`src/rtl/halt_state_dumper.sv`:
```
// -----------------------------------------------------------------------------
// halt_state_dumper
//   When the CPU raises halt, this block streams every register-file word and
//   then every data-memory word out over a valid/ready port. It reads the RF and
//   DMEM through their combinational read ports.
//
// Handshake: a word moves on a rising edge where out_valid && out_ready. While
//   out_valid is high and out_ready is low, out_data/out_sel/out_last are held.
//   out_valid never depends combinationally on out_ready.
//
// Ports
//   clk        clock, rising edge
//   rst        asynchronous active-low reset
//   halt       CPU halt flag, sampled in IDLE and DONE only
//   rf_addr    RF read address (0 outside REGS)
//   rf_data    RF read data, combinational from rf_addr
//   mem_addr   DMEM byte address (MEM_BASE outside MEM)
//   mem_data   DMEM read data, combinational from mem_addr
//   out_valid  output register holds a word
//   out_ready  consumer accepts the word this cycle
//   out_data   dumped word
//   out_sel    0 = register word, 1 = memory word
//   out_last   high with the final memory word only
//   busy       high in REGS or MEM
//   done       high in DONE
//   state_dbg  current FSM state (0 IDLE, 1 REGS, 2 MEM, 3 DONE)
// -----------------------------------------------------------------------------
module halt_state_dumper #(
  parameter int          NREGS     = 32,
  parameter int          MEM_WORDS = 256,
  parameter logic [31:0] MEM_BASE  = 32'h0,
  parameter int          WORD_W    = 32
) (
  input  logic              clk,
  input  logic              rst,
  input  logic              halt,
  output logic [4:0]        rf_addr,
  input  logic [WORD_W-1:0] rf_data,
  output logic [31:0]       mem_addr,
  input  logic [WORD_W-1:0] mem_data,
  output logic              out_valid,
  input  logic              out_ready,
  output logic [WORD_W-1:0] out_data,
  output logic              out_sel,
  output logic              out_last,
  output logic              busy,
  output logic              done,
  output logic [1:0]        state_dbg
);

  localparam int MIW = (MEM_WORDS > 1) ? $clog2(MEM_WORDS) : 1;
  localparam logic [4:0]     REG_LAST = 5'(NREGS - 1);
  localparam logic [MIW-1:0] MEM_LAST = MIW'(MEM_WORDS - 1);

  typedef enum logic [1:0] {
    IDLE = 2'd0,
    REGS = 2'd1,
    MEM  = 2'd2,
    DONE = 2'd3
  } state_t;

  state_t             state, state_nxt;
  logic [4:0]         reg_idx, reg_nxt;
  logic [MIW-1:0]     mem_idx, mem_nxt, mem_inc;
  logic               valid_nxt, sel_nxt, last_nxt;
  logic [WORD_W-1:0]  data_nxt;
  logic [4:0]         rf_a;
  logic [MIW-1:0]     mem_a;
  logic               fire;

  assign fire    = out_valid && out_ready;
  assign mem_inc = mem_idx + 1'b1;

  // Next-state and output-register logic. On a handshake the read addresses
  // look ahead to the next word so it can be loaded on the same edge, giving
  // one word per cycle with out_ready held high.
  always_comb begin
    state_nxt = state;
    reg_nxt   = reg_idx;
    mem_nxt   = mem_idx;
    valid_nxt = out_valid;
    data_nxt  = out_data;
    sel_nxt   = out_sel;
    last_nxt  = out_last;
    rf_a      = '0;
    mem_a     = '0;
    case (state)
      IDLE: begin
        if (halt) begin
          valid_nxt = 1'b1;
          data_nxt  = rf_data;      // rf_a = 0 here, so this is register 0
          sel_nxt   = 1'b0;
          last_nxt  = 1'b0;
          reg_nxt   = '0;
          mem_nxt   = '0;
          state_nxt = REGS;
        end
      end
      REGS: begin
        rf_a = reg_idx;
        if (fire) begin
          if (reg_idx == REG_LAST) begin
            // mem_a is 0 here, so mem_data is the word at MEM_BASE
            data_nxt  = mem_data;
            sel_nxt   = 1'b1;
            last_nxt  = (MEM_WORDS == 1);
            state_nxt = MEM;
          end else begin
            rf_a     = reg_idx + 5'd1;
            reg_nxt  = reg_idx + 5'd1;
            data_nxt = rf_data;
          end
        end
      end
      MEM: begin
        mem_a = mem_idx;
        if (fire) begin
          if (mem_idx == MEM_LAST) begin
            valid_nxt = 1'b0;
            last_nxt  = 1'b0;
            state_nxt = DONE;
          end else begin
            mem_a    = mem_inc;
            mem_nxt  = mem_inc;
            data_nxt = mem_data;
            last_nxt = (mem_inc == MEM_LAST);
          end
        end
      end
      DONE: begin
        // Stay here until halt drops so a held halt cannot retrigger a dump.
        if (!halt) state_nxt = IDLE;
      end
      default: state_nxt = IDLE;
    endcase
  end

  always_ff @(posedge clk or negedge rst) begin
    if (!rst) begin
      state     <= IDLE;
      reg_idx   <= '0;
      mem_idx   <= '0;
      out_valid <= 1'b0;
      out_data  <= '0;
      out_sel   <= 1'b0;
      out_last  <= 1'b0;
    end else begin
      state     <= state_nxt;
      reg_idx   <= reg_nxt;
      mem_idx   <= mem_nxt;
      out_valid <= valid_nxt;
      out_data  <= data_nxt;
      out_sel   <= sel_nxt;
      out_last  <= last_nxt;
    end
  end

  assign rf_addr   = rf_a;
  assign mem_addr  = MEM_BASE + (32'(mem_a) << 2);
  assign busy      = (state == REGS) || (state == MEM);
  assign done      = (state == DONE);
  assign state_dbg = state;

endmodule

```
`config.mk`:
```
export PLATFORM = sky130hd
export DESIGN_NAME = halt_state_dumper
export DESIGN_NICKNAME = d
export VERILOG_FILES = /design/src/rtl/halt_state_dumper.sv
export SDC_FILE = /design/constraint.sdc
export NUM_CORES = 1
export LEC_CHECK = 0
export ABC_AREA = 1
export CAP_MARGIN = 10
export CORE_MARGIN = 2
export CORE_UTILIZATION = 44
export CTS_BUF_LIST = sky130_fd_sc_hd__clkbuf_4 sky130_fd_sc_hd__clkbuf_8
export DETAILED_ROUTE_END_ITERATION = 6
export PLACE_DENSITY = 0.84
export SLEW_MARGIN = 20
export SYNTH_ARGS = -nofsm -noshare
export SYNTH_HDL_FRONTEND = slang
export SYNTH_SLANG_ARGS = --single-unit
```
`constraint.sdc`:
```
create_clock -name clk -period 1.8 [get_ports clk]
set_input_delay 0.27 -clock clk [delete_from_list [all_inputs] [get_ports clk]]
set_output_delay 0.27 -clock clk [all_outputs]
set_load 0.01 [all_outputs]
```
* Word level (Yosys, flattened, before mapping)
Index checks and enable logic that the tools add are counted.
** Storage, ports and cells
- Flip-flop bits (word level) :: 50
- Output and inout bits :: 76
** Operators by class
- $add $sub $neg :: 2
- Equality and inequality tests :: 13
- Multiplexer cells :: 36
- Reduce and logical (&&, ||, !) cells :: 13
** Operator list (number)
- 2-to-1 mux 32 bit :: 5
- case mux 32 bit (3 select lines) :: 1
- 2-to-1 mux 8 bit :: 4
- 2-to-1 mux 5 bit :: 4
- == test 8 bit, second input constant :: 2
- case mux 8 bit (2 select lines) :: 1
- inequality test 2 bit, second input constant :: 7
- 2-to-1 mux 2 bit :: 6
- 2-to-1 mux 1 bit :: 10
- case mux 5 bit (2 select lines) :: 1
- AND reduction 5 bit :: 2
- adder 8 x 1 -> 8 bit, second input constant :: 1
- case mux 2 bit (4 select lines) :: 1
- AND reduction 4 bit :: 2
- AND reduction 6 bit :: 1
- adder 5 x 1 -> 5 bit, second input constant :: 1
- == test 5 bit, second input constant :: 1
- == test 2 bit, second input constant :: 2
- case mux 1 bit (2 select lines) :: 2
- AND reduction 2 bit :: 2
- nonzero test 2 bit :: 2
- case mux 1 bit (3 select lines) :: 1
- nonzero test 3 bit :: 1
- == test 2 x 1 -> 1 bit, second input constant :: 1
- other kinds (3) :: 3

* Logic depth before layout (Yosys ltp)
- Depth in word-level cells :: 5
- Gate-level depth with buffers :: 12
- Mapped depth without buffers :: 10

* Least setup slack after synthesis
Ideal clock, no wire load.
- Kind :: reg-to-output
- Start point :: register state[0], in the netlist state_dbg[0]
- End point :: output port mem_addr[8]
- Arrival time :: 1.462 ns
- Data required time :: 1.530 ns
- Path slack :: 0.068 ns
- Cell stages (with the launch flop) :: 7
- Cell sequence :: dfrtp_1 > inv_1 > ha_1 > buf_2 > inv_1 > a21oi_1 > a21boi_0
** Between the ends
- Word-level cells in the longest chain between the ends :: 2
** RTL lines
- from (decl) :: line 62 : state_t state, state_nxt;
- from (signal assigned) :: line 148 : state <= state_nxt;
- == test 2 bit :: line 87 : case (state)
- 2-to-1 mux 8 bit :: line 87
- to (decl) :: line 39 : output logic [31:0] mem_addr,
No other way between the ends.

* Final worst setup path
- Start point :: register mem_idx[1]
- End point :: output port mem_addr[6]
** Between the ends
- Word-level cells in the longest chain between the ends :: 4
- Elaborated cells between the ends (all ways) :: 5
- Classes of those cells :: 1 x add/sub; 1 x eq/ne; 3 x mux
** RTL lines
- from (decl) :: line 64 : logic [MIW-1:0] mem_idx, mem_nxt, mem_inc;
- from (signal assigned) :: line 150 : mem_idx <= mem_nxt;
- adder 8 x 1 -> 8 bit / == test 8 bit (equally long branches) :: line 72, 118
- 2-to-1 mux 8 bit (*)
- 2-to-1 mux 8 bit (*) :: line 117 : if (fire) begin
- 2-to-1 mux 8 bit (*) :: line 87
Mark *: on every way between the ends. The rest lies on a longest branch, timed or not.

==> flow_summary.yaml <==
timing:
  min_period_ps: 2010
  setup_violations: 44
  hold_viol_final: 0
  fin_crit_sh_pct: 112
  fin_ws_ps: -212
  max_freq_ghz: 0.497
  finalMaxSlewViolations: 0
  skew_ps: 10.3
  rsz0062_at_grt: "true"
cells_and_area:
  drive_gt1_share_pct: 30.2
  antenna_cells: 0
  nNetsFinal: 744
  fill_cells: 484
  area_growth_pct: 71.6
  layout.cells.non_filler: 768
hold_path:
  whs_path_depth: 4
  min-delay-start: "out_ready"
  hold_path.class: "in -> reg"
  min_to: "out_valid$_DFFE_PN0P_"
yosys:
  synth_cells: 487
  synth_area_um2: 3250
  yosys.area.top_type: "dfrtp_1"
  seq_area_frac_synth_pct: 38.5
  yosys.area.top_type_share_pct: 38.5
  ys_types: 25
  synth_area_leaders: "dfrtp_1, nand2_1, nand3_1, buf_4, inv_1"
  synth-seq-cells: 50
  avgSynthCellArea_um2: 6.67
  ys_warn_count: 0
setup_path:
  r2r_cells: 12
  worstSetupPathType: "reg -> out"
  timing.rr.start: "mem_idx[1]$_DFFE_PN0P_"
  cpMostUsedCell: "nand2_2"
  critPathMaxStageDelay_ps: 370
  crit_chain: "ha_2 > nand2_2 > nor2_4 > nand2_2 > buf_6 > nand4_1 > nand2_1 > nor2_2 > buf_2"
  crit_start: "mem_idx[1]$_DFFE_PN0P_"
  endpoint_kind: "output pin"
  slowest_stage: "dfrtp_1"
  cp.required_ps: 1530
  crit_arrival_ps: 1740
  cpLargestDelayFamily: "simple AND/OR/NAND/NOR gates"
  rrSetupSlack_ps: -130
  r2r-end: "out_data[17]$_DFFE_PN0P_"
  crit_buf_inv: 2
  crit_path_start_kind: "flip-flop"
  path_max_fanout: 4
placed_design:
  dp.cells: 736
  gp_congestion: 0.970
  io_buffers: 119
  dp_slack_ps: -423
  dp_hpwl_um: 7250
floorplanning:
  num_rows: 31
  die_area_um2: 8090
  initial_core_util_pct: 45.0
  die_h_um: 89.9
  fp.dieW_um: 89.9
  core_um2: 7210
  num_io_pins: 144
global_routing:
  grt_max_degree: 33
  first_global_vias: 3621
  grtUsageTotal_pct: 25.3
  grt-ovfl-total: 0
  antenna_found_initial: 0
  grt_pass1_wl_um: 16700
routing:
  drt-pass1-iter-count: 5
  routed_wirelength_um: 11200
  ant_nets: 0
  drt_iter0_drc: 198
  avgViaCountPerCell: 4.94
  avgRoutedWirePerCell_um: 14.5
  num_vias: 3793
  route.detailed.drc: 0
clock_network:
  clkLatencyLatePin_ps: 310
  clock-sinks: 50
  clk_path_buf_depth: 2
  clkTransAtPathRegs_ps: 100
  cts-root-buf: "clkbuf_8"
  cts_tree: "yes"
  cts_max_level: 2
  numCtsBuffers: 5
power:
  p_leak_nw: 2.84
  powerDensity_nw_per_um2: 1760
  ir_drop_mv: 1.12
job:
  cap_violations: 0
outcome:
  violations: "setup timing"
  status: "complete, but fails checks"
==> final cells by class <==
type / instances / area [um^2] / area share (%)
inverters: 35 / 146 / 2.63
flip-flops and latches: 50 / 1250 / 22.5
clock inverters: 2 / 13.8 / 0.247
multi-input cells: 382 / 2070 / 37.1
clock buffers: 6 / 76.3 / 1.37
well taps: 99 / 124 / 2.22
repair buffers: 194 / 1900 / 34.0
==> kinds of logic (layout without fill, tap and decap cells) <==
logic type / after synthesis / in the layout / synth area share (%)
fa+ha+maj: 8 / 8 / 3.08
flops: 50 / 50 / 38.5
simple gates: 324 / 324 / 40.2
compound gates: 24 / 24 / 4.31
buf+inv: 78 / 237 / 13.2
other cells: 1 / 24 / 0.115
xor+xnor: 2 / 2 / 0.539
==> cells in the final DEF, fill, tap and decap left out, types with 11 or more instances in the layout <==
cell type	count
nand2_1	174
clkdlybuf4s50_1	102
buf_4	54
dfrtp_1	49
nand2_2	46
nand3_1	44
inv_1	25
conb_1	24
nor2_1	18
nand2_4	17
o21ai_0	12
buf_6	12
buf_2	11
==> power by group <==
group	switching, mW	internal, mW
combinational	3.90	3.33
sequential	0.290	1.60
clock	0.393	0.290
==> flip-flops by register name, summed over array words and instances, names as in the netlist <==
register and cells:
mem_idx 8, out_sel 1, out_data 32, out_last 1, state_dbg 2, reg_idx 5
out_valid 1
==> worst reg2reg max path, cell delays in order (launching register included) <==
cell and delay (ps):
dfrtp_1 370, ha_2 190, nand2_2 80, nor2_4 130
nand2_2 100, buf_6 140, buf_6 120, o21ai_4 190
clkinv_4 100, buf_12 150, clkbuf_16 160, nand2_2 50
nand2_1 50
==> stage by stage <==
| step | TNS (ps) | util [%] | instance area, um^2 | hold WS, ps | power, mW |
|---|---|---|---|---|---|
| floorplan | 0 | - | 3340 | -25.6 | 4.81 |
| global placement | -10130 | 66.3 | 4780 | 228 | 7.02 |
| detailed placement | -11350 | 66.3 | 4780 | 234 | 7.18 |
| CTS | -1580 | 71.4 | 5150 | 451 | 8.59 |
| global route | -8580 | 77.3 | 5580 | 361 | 10.5 |
| finish | -4480 | 77.3 | 5580 | 314 | 9.80 |
==> routing by layer <==
metal | GRT usage [%] | vias up | routed length [um]
met4 | 12.2 | 0 | 509
met5 | 0 | - | 0
li1 | - | 1818 | -
met1 | 28.0 | 1763 | 4200
met2 | 46.0 | 170 | 5780
met3 | 5.53 | 42 | 665
==> worst max path at each step <==
stage | end | slack [ps] | cells past startpoint
CTS | mem_addr[6] | -190 | 10
global placement | rf_addr[1] | -370 | 9
finish | mem_addr[6] | -210 | 9
detailed placement | rf_addr[2] | -420 | 8
floorplan | mem_addr[8] | 70 | 6
global route | mem_addr[6] | -340 | 9
==> Yosys cell counts (all sizes together) <==
library cell	n
inv	35
a21oi	4
conb	1
nand4	1
xnor2	1
nand3b	2
dfrtp	50
ha	8
nand3	55
a21boi	2
o21ai	17
clkbuf	4
nor2	28
o2111ai	1
nor3	1
nand2	237
buf	39
xor2	1
==> what timing repair did <==
| item | CTS | global route |
|---|---|---|
| setup endpoints to repair | 42 | 50 |
| pin swaps | 23 | 49 |
| buffers inserted | 11 | 9 |
| endpoints found under the hold margin | 15 | 0 |
| hold buffers | 1 | 0 |
| cloned | 3 | 1 |
| gates resized for setup | 111 | 100 |
Note: power is estimated with default switching activity, not from simulation.
